[config.mk]
export PLATFORM = sky130hd
export DESIGN_NAME = mem_arbiter
export DESIGN_NICKNAME = d
export VERILOG_FILES = /design/src/rtl/mem_arbiter.sv
export SDC_FILE = /design/constraint.sdc
export NUM_CORES = 1
export LEC_CHECK = 0
export CORE_AREA = 2 2 105 107
export CTS_BUF_LIST = sky130_fd_sc_hd__clkbuf_4 sky130_fd_sc_hd__clkbuf_8 sky130_fd_sc_hd__clkbuf_16
export DETAILED_ROUTE_END_ITERATION = 6
export DIE_AREA = 0 0 107 109
export PLACE_DENSITY = 0.58
export SYNTH_ARGS = -nofsm -noshare
export SYNTH_HDL_FRONTEND = slang
export SYNTH_SLANG_ARGS = --single-unit
[constraint.sdc]
create_clock -name clk -period 1.3 [get_ports clk]
set_input_delay 0.195 -clock clk [delete_from_list [all_inputs] [get_ports clk]]
set_output_delay 0.195 -clock clk [all_outputs]
set_load 0.005 [all_outputs]
[src/rtl/mem_arbiter.sv]
// Arbiter sharing one single-port synchronous RAM between CPU fetch and data ports.
// Optional starvation guard for fetch: define MEM_ARB_STARVE_GUARD_EN.
module mem_arbiter #(
  parameter int unsigned STARVE_MAX = 4
) (
  input  logic        clk,
  input  logic        rst_n,

  input  logic        i_req,
  input  logic [31:0] i_addr,
  output logic        i_gnt,
  output logic        i_rvalid,
  output logic [31:0] i_rdata,

  input  logic        d_req,
  input  logic [31:0] d_addr,
  input  logic [31:0] d_wdata,
  input  logic [3:0]  d_be,
  output logic        d_gnt,
  output logic        d_rvalid,
  output logic [31:0] d_rdata,

  output logic        mem_en,
  output logic [31:0] mem_addr,
  output logic [31:0] mem_wdata,
  output logic [3:0]  mem_be,
  input  logic [31:0] mem_rdata
);

  if (STARVE_MAX < 1 || STARVE_MAX > 15) begin : g_bad_cfg
    $error("mem_arbiter: STARVE_MAX must be in 1..15");
  end

  logic owner_i;
  logic owner_d;
  logic owner_wr;
  logic force_i;

  // Byte-offset bits are dropped; RAM is word addressed.
  logic unused_addr_lsb;
  assign unused_addr_lsb = ^{i_addr[1:0], d_addr[1:0]};

`ifdef MEM_ARB_STARVE_GUARD_EN
  localparam logic [3:0] STARVE_LIM = 4'(STARVE_MAX);

  logic [3:0] starve_cnt;

  always_ff @(posedge clk) begin
    if (!rst_n) begin
      starve_cnt <= '0;
    end else if (!i_req || i_gnt) begin
      starve_cnt <= '0;
    end else if (d_gnt && (starve_cnt != STARVE_LIM)) begin
      starve_cnt <= starve_cnt + 4'd1;
    end
  end

  assign force_i = i_req & (starve_cnt == STARVE_LIM);
`else
  assign force_i = 1'b0;
`endif

  // Grants are purely combinational so a winning requester sees gnt in its req cycle.
  always_comb begin
    d_gnt     = rst_n & d_req & ~force_i;
    i_gnt     = rst_n & i_req & (~d_req | force_i);
    mem_en    = i_gnt | d_gnt;
    mem_addr  = '0;
    mem_wdata = '0;
    mem_be    = '0;
    if (d_gnt) begin
      mem_addr  = {d_addr[31:2], 2'b00};
      mem_wdata = d_wdata;
      mem_be    = d_be;
    end else if (i_gnt) begin
      mem_addr  = {i_addr[31:2], 2'b00};
      mem_wdata = d_wdata;
      mem_be    = 4'b0000;
    end
  end

  always_ff @(posedge clk) begin
    if (!rst_n) begin
      owner_i  <= 1'b0;
      owner_d  <= 1'b0;
      owner_wr <= 1'b0;
    end else begin
      owner_i  <= i_gnt;
      owner_d  <= d_gnt;
      owner_wr <= d_gnt & (|d_be);
    end
  end

  // Responses are masked while reset is asserted so a grant just before reset never completes.
  always_comb begin
    i_rvalid = rst_n & owner_i;
    d_rvalid = rst_n & owner_d;
    i_rdata  = i_rvalid ? mem_rdata : 32'h0;
    d_rdata  = (d_rvalid & ~owner_wr) ? mem_rdata : 32'h0;
  end

endmodule

==> results.md <==
* Status: finished, violations left
* Failing checks: negative setup slack
* Area leader, netlist: and2_1
* Share of layout cells above drive strength 1 at 0.530
* # IOs at 273
* Slew Limit Fails at 0
* Ranking of synthesized cells by area: and2_1 36%, a32o_1 25%, and3_1 18%
* RD Place Congestion at 0.773
* Synth unique cells at 14
* F_max at 687 MHz
* P per Cell Area at 353 nW/µm²
* Leakage power at 2.13 nW
* CP Class: reg2out
* Total Wirelength at 10.1 mm
* CTS Hold Bufs at 0
* Synth Flop Type: dfxtp_1
* Area of the mapped netlist at 1220 µm²
* Cell at the root of the clock tree: clkbuf_8
* First-pass DRT Iterations at 5
* Chip width at 107 µm
* Max Cap Viol at 0
* Gr ovfl total at 0
* Final Cycle Share at 1.12
* DRC viols at 0
* Crit. End Element: output port
* Syn. warnings at 0
* Register area share after synthesis at 0.0492
* WL per Instance at 17.2 µm
* VDD IR max at 0.000239 V
* Synthesized instance count at 171
* Worst slack, placed at -0.772 ns
* Port bufs at 266
* Initial core utilization at 0.115
* Critical Path Sink: d_rdata[11]
* Vias in the first global route at 2521
* Ys async rst share at 0
* Most frequent cells after synthesis: 71 x and2_1, 36 x and3_1, 30 x a32o_1, 14 x clkbuf_1, 5 x buf_6
* Final Worst Setup Slack at -0.156 ns
* Most frequent cell after synthesis: and2_1
* Finished Core Util at 0.429
* Sink Count at 3
* Layout Nets at 586
* Share of the synthesized area in the top cell type at 0.364
* Hold WC Path Type: in2reg
* Worst Setup SP: owner_d
* Area Overhead vs Synth at 273%
* Die H at 109 µm
* # rows at 38
* Total number of vias at 2507
* Final hold vios at 0
* DIE AREA at 11700 µm²
* Kind of start point of the critical path: flop
* DR vias/cell at 4.26
* Setup tns final at -3.81 ns
* Final Critical Period at 1.46 ns
* Dpl hpwl at 7.05 mm
* FILL cells at 1066
* Syn Area/Cell at 7.13 µm²
* Global-route wire length before repair at 14.2 mm
* CP arrival at 1.26 ns
* First DRT Iteration DRCs at 136
* Initial antenna violation count at 0
* CTS max path bufs at 2
* Antenna Cells at 0
* Clk pin slew, worst setup/hold paths at 0.03 ns
* CTS buffer count at 3
* Largest net degree at the start of global routing at 38
* Tot GR Track Use at 0.159
* DRT antenna net count at 0
* CP max FO at 8
* Final Setup Violations at 67
* RSZ-0062 raised after global routing: true
* CTS H-Tree Depth at 1
* Core area at 10600 µm²
* TritonCTS clock tree: built
* Number of flops mapped to enable cells by yosys at 0
* Crit path required time at 1.11 ns
* Yosys reg bits at 3
cell families after synthesis:
group,Yosys count,share of synthesized area
simple gates,108,0.557
other cells,1,0.00307
compound gates,32,0.262
flops,3,0.0492
buf+inv,27,0.129
where the power goes:
part	internal [mW]	switching [mW]	leakage (nW)	total [mW]
sequential	0.0967	0.00409	0.0258	0.101
combinational	0.832	0.379	2.07	1.21
clock	0.230	0.0616	0.0262	0.291
cell usage in the layout, fill, tap and decap left out, types with 2 or more instances in the layout:
master | Yosys | routed
buf_12 | 0 | 10
and3_1 | 36 | 12
clkbuf_8 | 0 | 3
buf_8 | 0 | 2
dlygate4sd2_1 | 0 | 4
clkdlybuf4s50_1 | 0 | 128
buf_4 | 4 | 5
buf_16 | 0 | 10
clkbuf_2 | 1 | 19
and2_1 | 71 | 29
and2_4 | 0 | 42
conb_1 | 1 | 2
and3_4 | 0 | 24
clkdlybuf4s15_1 | 0 | 3
a32o_1 | 30 | 30
buf_2 | 2 | 48
buf_6 | 5 | 69
worst max-delay path, cell delays in order (launching register included):
cell     delay (ns)
dfxtp_1        0.30
and3b_2        0.21
buf_6          0.14
buf_12         0.13
and2_4         0.15
buf_6          0.10
area by class of cell:
cell class / count / area (µm²) / area share
Clock buffer: 4 / 48.8 / 0.0107
Inverter: 1 / 3.75 / 0.000826
Multi-Input combinational cell: 142 / 1240 / 0.273
Sequential cell: 3 / 65.1 / 0.0143
Tap cell: 140 / 175 / 0.0385
Timing Repair Buffer: 299 / 3010 / 0.663
metrics by stage:
stage / hold slack, ns / cell area, µm² / power [mW] / instances
6_report: 0.230 / 4540 / 1.60 / 589
5_1_grt: 0.249 / 4540 / 1.70 / 589
4_1_cts: 0.228 / 4540 / 1.61 / 592
3_5_place_dp: 0.883 / 4070 / 1.14 / 564
3_3_place_gp: 0.892 / 4070 / 1.14 / 564
2_1_floorplan: 0.318 / 1220 / 0.357 / 172
timing repair:
| action | 4_1_cts | 5_1_grt |
|---|---|---|
| buffers inserted | 11 | 0 |
| gates cloned | 13 | 0 |
| pin swaps | 44 | 19 |
| setup endpoints to repair | 135 | 106 |
| gates resized for setup | 608 | 65 |
state kept, by name, summed over array words and instances (netlist names):
| signal | flops |
|---|---|
| owner_d | 1 |
| owner_i | 1 |
| owner_wr | 1 |
layer usage:
metal / up-vias / global-route usage / wire [µm] / part of all wire
met5: - / 0 / 0 / 0
met4: 0 / 0.0492 / 195 / 0.019
met3: 10 / 0.0478 / 932 / 0.092
met2: 148 / 0.300 / 5410 / 0.53
met1: 1168 / 0.170 / 3590 / 0.35
li1: 1181 / - / - / -
worst min-delay path by stage:
stage | from | to | cells after the start
final | rst_n | owner_d | 2
after floorplan | d_be[3] | owner_wr | 1
after global placement | d_be[2] | owner_wr | 2
after global routing | rst_n | owner_d | 2
after CTS | rst_n | owner_d | 2
after detailed placement | d_be[2] | owner_wr | 2
(Power assumes the default switching activity.)
